$ cat src/rtl/decode_stage.sv
// MIPS instruction-decode stage: register file, control decode, beq/j resolution,
// load-use stall with bubble insertion. Optional macro: WB_BYPASS_EN (same-cycle write-back read bypass).
module decode_stage #(
  parameter int DATA_W = 32,
  parameter int REG_AW = 5
) (
  input  logic              clk,
  input  logic              rst,
  input  logic [31:0]       instruction,
  input  logic [31:0]       pc_plus1,
  input  logic              wb_we,
  input  logic [REG_AW-1:0] wb_addr,
  input  logic [DATA_W-1:0] wb_data,
  output logic              pcsrc,
  output logic [31:0]       mux1,
  output logic              stall,
  output logic              ex_valid,
  output logic [DATA_W-1:0] ex_rs_data,
  output logic [DATA_W-1:0] ex_rt_data,
  output logic [DATA_W-1:0] ex_imm,
  output logic [REG_AW-1:0] ex_rt,
  output logic [REG_AW-1:0] ex_rd,
  output logic [8:0]        ex_ctrl
);

  localparam int unsigned NREG = 1 << REG_AW;

  typedef enum logic [5:0] {
    OP_RTYPE = 6'b000000,
    OP_J     = 6'b000010,
    OP_BEQ   = 6'b000100,
    OP_ADDI  = 6'b001000,
    OP_LW    = 6'b100011,
    OP_SW    = 6'b101011
  } opcode_t;

  logic [DATA_W-1:0] regs [NREG];
  logic [5:0]        op;
  logic [5:0]        funct;
  logic [REG_AW-1:0] rs, rt, rd;
  logic [DATA_W-1:0] rs_val, rt_val, imm;
  logic [8:0]        ctrl;
  logic              uses_rt;
  logic              primed;

  assign op    = instruction[31:26];
  assign funct = instruction[5:0];
  assign rs    = instruction[21 +: REG_AW];
  assign rt    = instruction[16 +: REG_AW];
  assign rd    = instruction[11 +: REG_AW];
  assign imm   = {{(DATA_W-16){instruction[15]}}, instruction[15:0]};

  always_ff @(posedge clk or posedge rst) begin
    if (rst) begin
      for (int unsigned i = 0; i < NREG; i++) regs[i] <= '0;
    end else if (wb_we && wb_addr != '0) begin
      regs[wb_addr] <= wb_data;
    end
  end

  always_comb begin
    rs_val = (rs == '0) ? '0 : regs[rs];
    rt_val = (rt == '0) ? '0 : regs[rt];
`ifdef WB_BYPASS_EN
    if (wb_we && wb_addr == rs && rs != '0) rs_val = wb_data;
    if (wb_we && wb_addr == rt && rt != '0) rt_val = wb_data;
`endif
  end

  // ctrl = {reg_dst, alu_src, alu_ctrl[2:0], mem_read, mem_write, reg_write, mem_to_reg}
  always_comb begin
    ctrl = '0;
    case (op)
      OP_RTYPE: begin
        case (funct)
          6'b100000: ctrl = 9'b1_0_010_0010;
          6'b100010: ctrl = 9'b1_0_110_0010;
          6'b100100: ctrl = 9'b1_0_000_0010;
          6'b100101: ctrl = 9'b1_0_001_0010;
          6'b101010: ctrl = 9'b1_0_111_0010;
          default:   ctrl = '0;
        endcase
      end
      OP_LW:   ctrl = 9'b0_1_010_1011;
      OP_SW:   ctrl = 9'b0_1_010_0100;
      OP_ADDI: ctrl = 9'b0_1_010_0010;
      default: ctrl = '0;
    endcase
  end

  assign uses_rt = (op == OP_RTYPE) || (op == OP_BEQ) || (op == OP_SW);
  assign stall   = ex_valid && ex_ctrl[3] && (ex_rt != '0) &&
                   ((ex_rt == rs) || (uses_rt && ex_rt == rt));

  always_comb begin
    pcsrc = 1'b0;
    mux1  = pc_plus1;
    if (!stall) begin
      if (op == OP_BEQ && rs_val == rt_val) begin
        pcsrc = 1'b1;
        mux1  = pc_plus1 + imm[31:0];
      end else if (op == OP_J) begin
        pcsrc = 1'b1;
        mux1  = {pc_plus1[31:26], instruction[25:0]};
      end
    end
  end

  // primed stays low for the first edge after reset so fetch's undefined word becomes a bubble
  always_ff @(posedge clk or posedge rst) begin
    if (rst) begin
      primed     <= 1'b0;
      ex_valid   <= 1'b0;
      ex_rs_data <= '0;
      ex_rt_data <= '0;
      ex_imm     <= '0;
      ex_rt      <= '0;
      ex_rd      <= '0;
      ex_ctrl    <= '0;
    end else begin
      primed <= 1'b1;
      if (stall || !primed) begin
        ex_valid   <= 1'b0;
        ex_rs_data <= '0;
        ex_rt_data <= '0;
        ex_imm     <= '0;
        ex_rt      <= '0;
        ex_rd      <= '0;
        ex_ctrl    <= '0;
      end else begin
        ex_valid   <= 1'b1;
        ex_rs_data <= rs_val;
        ex_rt_data <= rt_val;
        ex_imm     <= imm;
        ex_rt      <= rt;
        ex_rd      <= rd;
        ex_ctrl    <= ctrl;
      end
    end
  end

endmodule

$ cat config.mk
export PLATFORM = sky130hd
export DESIGN_NAME = decode_stage
export DESIGN_NICKNAME = d
export VERILOG_FILES = /design/src/rtl/decode_stage.sv
export SDC_FILE = /design/constraint.sdc
export NUM_CORES = 2
export LEC_CHECK = 0
export ABC_AREA = 1
export CAP_MARGIN = 20
export CORE_MARGIN = 5
export CORE_UTILIZATION = 55
export DETAILED_ROUTE_END_ITERATION = 10
export GPL_ROUTABILITY_DRIVEN = 0
export PLACE_DENSITY_LB_ADDON = 0.2
export SYNTH_ARGS = -nofsm -noshare
export SYNTH_HDL_FRONTEND = slang
export SYNTH_SLANG_ARGS = --single-unit
$ cat constraint.sdc
create_clock -name clk -period 88.6 [get_ports clk]
set_clock_uncertainty 0.15 [all_clocks]
set_input_delay 17.72 -clock clk [delete_from_list [all_inputs] [get_ports clk]]
set_output_delay 17.72 -clock clk [all_outputs]
set_load 0.02 [all_outputs]
==> flow_summary.ini <==
[outcome]
status = complete, no violations

[floorplan]
row_count = 125
io_pins = 254
fp.dieW_um = 351.7
start_util = 0.5535
core_mm2 = 0.1160
die_area_mm2 = 0.1237
die_h_um = 351.7

[sta]
rsz0062_at_grt = no
worstMarginPinSlew_ps = 1238
whs_ps = 239.6
setup_tns_ps = 0
min_period_over_period = 0.4746
period_minus_slack_ps = 42050
maxSlewViolCount = 0
fmax_mhz = 23.78
setup_ws_ps = 46550
setup_viol = 0
finalHoldViolCount = 0
max_slew_margin = 0.1748

[critical_path]
arrival_ps = 24180
worstSetupPathType = input port to output pin
crit_slowest_cell = clkinv_2
critPathLaunchType = input port
required_ps = 70730
max_stage_delay_ps = 950
rrSetupSlack_ps = 84880
crit_path_end_kind = output pin
crit_chain = buf_4, clkinv_2, nor2_4, buf_4, buf_4, nand3_1, nand2_1, nor2_1, nand2_1, nand3_1, nand3_1, nand2_1, nor2_1, nand2_1, nor2_1, nand3_1, nor2_2, buf_4, nand2_2, o21ai_0, clkdlybuf4s50_1
crit_fanout = 32

[place]
placedCellCount = 10430
port_buffers = 253
detailedPlace.worstSlack_ps = 46900
hpwlAfterDp_um = 137500

[cts]
cts_sinks = 1119
cts-hold-fix-buffers = 0
clk_latency_ps = 780
clockBufferDepth = 3
cts_setup_buffers = 0
h-tree-depth = 3
cts_tree = yes
post_cts_resized = 0
numCtsBuffers = 120
root_buffer = clkbuf_16
clkTransAtPathRegs_ps = 60

[drt]
drcViolationCount = 0
wl_per_cell_um = 23.47
vias_per_cell = 6.226
drtIter0Drc = 10820
dr.pass1.iters = 10
wl_um = 250300
drtAntennaViolNets = 0
num_vias = 66400

[cells_and_area]
syn2layout_area_growth_pct = 9.318
fin_util = 0.6050
fin_nets = 9171
instances_no_fill = 10670
final_layout_size_suffix_gt1_frac = 0.04169

[grt]
grt_pass1_wl_um = 376000
gr-usage-all-layers = 0.3961
antenna_found_initial = 5
grt_max_degree = 190
overflow = 0
grt_pass1_vias = 61420

[flow_run]
max_cap_violations = 0

[hold_path]
hp-class = flop to flop

[yosys]
avgSynthCellArea_um2 = 6.891
syn_area_mm2 = 0.06423
async_flop_share = 1.000
synth_edf_count = 0
netlist_instances = 9320
seq_area_frac_synth = 0.4360
synth_fp_nets = 9456
ys_types = 41
ys_warn_count = 0
synth_ff_type = dfrtp_1
synth_seq_cells = 1119

[power_and_ir_drop]
p_leak_nw = 33.56
ir_drop_mv = 0.01955
power.density_mw_per_mm2 = 21.66
-- layer usage --
layer | GRT usage | up-vias | wire, um
li1 | - | 29580 | -
met1 | 0.5281 | 30860 | 92230
met2 | 0.5861 | 4862 | 104500
met3 | 0.09324 | 1101 | 33870
met4 | 0.2456 | 4 | 19600
met5 | 0.003925 | - | 66
-- where the power goes --
part	total [mW]	internal (mW)	switching (mW)	leakage, nW
registers	0.668	0.603	0.0655	14.3
clock network	0.537	0.312	0.225	2.04
logic	0.316	0.109	0.207	17.2
total	1.52	1.02	0.497	33.6
-- area by class of cell --
cell class | instances | area [um2]
fillers | 10630 | 45840
multi-input cells | 6996 | 30950
repair buffers | 361 | 3457
flip-flops and latches | 1119 | 28000
inverters | 437 | 1689
diodes | 4 | 10.01
clock inverters | 55 | 669.4
clock buffers | 170 | 3523
well taps | 1524 | 1907
-- worst max-delay path: cells and delay by family --
family,cells,cell delay [ps]
compound gates,1,210
buf+inv,6,3720
simple gates,14,2470
-- flip-flops by register name (all words and copies together), names as in the netlist --
register / flops
ex_rs_data: 32
ex_rt_data: 32
ex_ctrl: 8
ex_valid: 1
regs: 1024
primed: 1
ex_rt: 5
ex_imm: 12
ex_rd: 4
-- cell usage in the layout, fill, tap and decap left out, types with 3 or more instances in the layout --
| master | synthesis | routed |
|---|---|---|
| nand2_1 | 3279 | 3252 |
| diode_2 | 0 | 4 |
| o211ai_1 | 139 | 139 |
| nand2_2 | 2 | 28 |
| o21ai_0 | 1242 | 1242 |
| xor2_1 | 21 | 21 |
| nand3_1 | 1184 | 1183 |
| clkinv_1 | 5 | 3 |
| xnor2_1 | 16 | 16 |
| ha_1 | 31 | 31 |
| clkinvlp_4 | 0 | 12 |
| nor2_4 | 0 | 7 |
| inv_2 | 8 | 7 |
| nor2_1 | 743 | 736 |
| buf_16 | 0 | 3 |
| clkbuf_8 | 0 | 29 |
| buf_8 | 0 | 4 |
| nand4_1 | 12 | 12 |
| buf_4 | 87 | 104 |
| a21oi_1 | 239 | 239 |
| a31oi_1 | 3 | 3 |
| inv_1 | 423 | 420 |
| clkbuf_1 | 359 | 19 |
| clkbuf_16 | 0 | 122 |
| nor4_1 | 5 | 4 |
| nand3b_1 | 5 | 5 |
| a21o_1 | 5 | 5 |
| o21ai_1 | 32 | 32 |
| inv_8 | 0 | 4 |
| inv_6 | 0 | 3 |
| clkinv_8 | 0 | 4 |
| clkinv_2 | 0 | 24 |
| buf_12 | 0 | 4 |
| clkdlybuf4s50_1 | 0 | 243 |
| bufinv_16 | 0 | 12 |
| a21boi_0 | 3 | 3 |
| nor3_1 | 18 | 18 |
| dfrtp_1 | 1119 | 1119 |
-- cells in the mapped netlist, types with 2 or more instances --
| master | count | area share |
|---|---|---|
| or2_2 | 2 | 0.00019 |
| nand2_1 | 3279 | 0.19 |
| nand3_1 | 1184 | 0.092 |
| buf_1 | 46 | 0.0027 |
| nor2_1 | 743 | 0.043 |
| nor3_1 | 18 | 0.0014 |
| buf_6 | 35 | 0.0061 |
| xnor2_1 | 16 | 0.0022 |
| inv_1 | 423 | 0.025 |
| clkinv_1 | 5 | 0.00029 |
| a21oi_1 | 239 | 0.019 |
| a21boi_0 | 3 | 0.00035 |
| a31oi_1 | 3 | 0.00029 |
| ha_1 | 31 | 0.0060 |
| nor2_2 | 2 | 0.00019 |
| o21ai_0 | 1242 | 0.097 |
| dfrtp_1 | 1119 | 0.44 |
| inv_2 | 8 | 0.00047 |
| o22ai_1 | 2 | 0.00019 |
| xor2_1 | 21 | 0.0029 |
| nand3b_1 | 5 | 0.00058 |
| nor4_1 | 5 | 0.00049 |
| and2_1 | 2 | 0.00019 |
| buf_2 | 241 | 0.019 |
| nand2_2 | 2 | 0.00019 |
| o211ai_1 | 139 | 0.016 |
| o21ai_1 | 32 | 0.0025 |
| clkbuf_1 | 359 | 0.021 |
| a21o_1 | 5 | 0.00058 |
| buf_4 | 87 | 0.010 |
| nand4_1 | 12 | 0.0012 |
-- stage by stage --
stage / power [mW] / area (um2)
after floorplan: 0.8859 / 64230
after CTS: 1.512 / 70120
after detailed placement: 0.9796 / 65930
after global placement: 0.9686 / 65920
final: 1.521 / 70210
after global routing: 1.593 / 70210
-- final timing paths --
kind / startpoint / endpoint / cells past startpoint
min in group asynchronous: rst / regs[216]$_DFFE_PP0P_ / 2
hold reg to reg: regs[1016]$_DFFE_PP0P_ / regs[1016]$_DFFE_PP0P_ / 0
setup / recovery: instruction[23] / pcsrc / 21
max in group asynchronous: rst / regs[1009]$_DFFE_PP0P_ / 6
setup reg to reg: ex_rt[2]$_DFF_PP0_ / ex_rs_data[1]$_DFF_PP0_ / 8
hold / removal: regs[1016]$_DFFE_PP0P_ / regs[1016]$_DFFE_PP0P_ / 0
-- cell families (layout without fill, tap and decap cells) --
family | Yosys count | count (layout) | share of synthesized area
other cells | 1 | 5 | 0.00005839
buf+inv | 1205 | 1023 | 0.08433
fa+ha+maj | 32 | 32 | 0.006351
xor+xnor | 37 | 37 | 0.005045
flops | 1119 | 1119 | 0.4360
compound gates | 1670 | 1670 | 0.1362
simple gates | 5256 | 5256 | 0.3320
No activity file was read; power rests on OpenSTA's default activity.
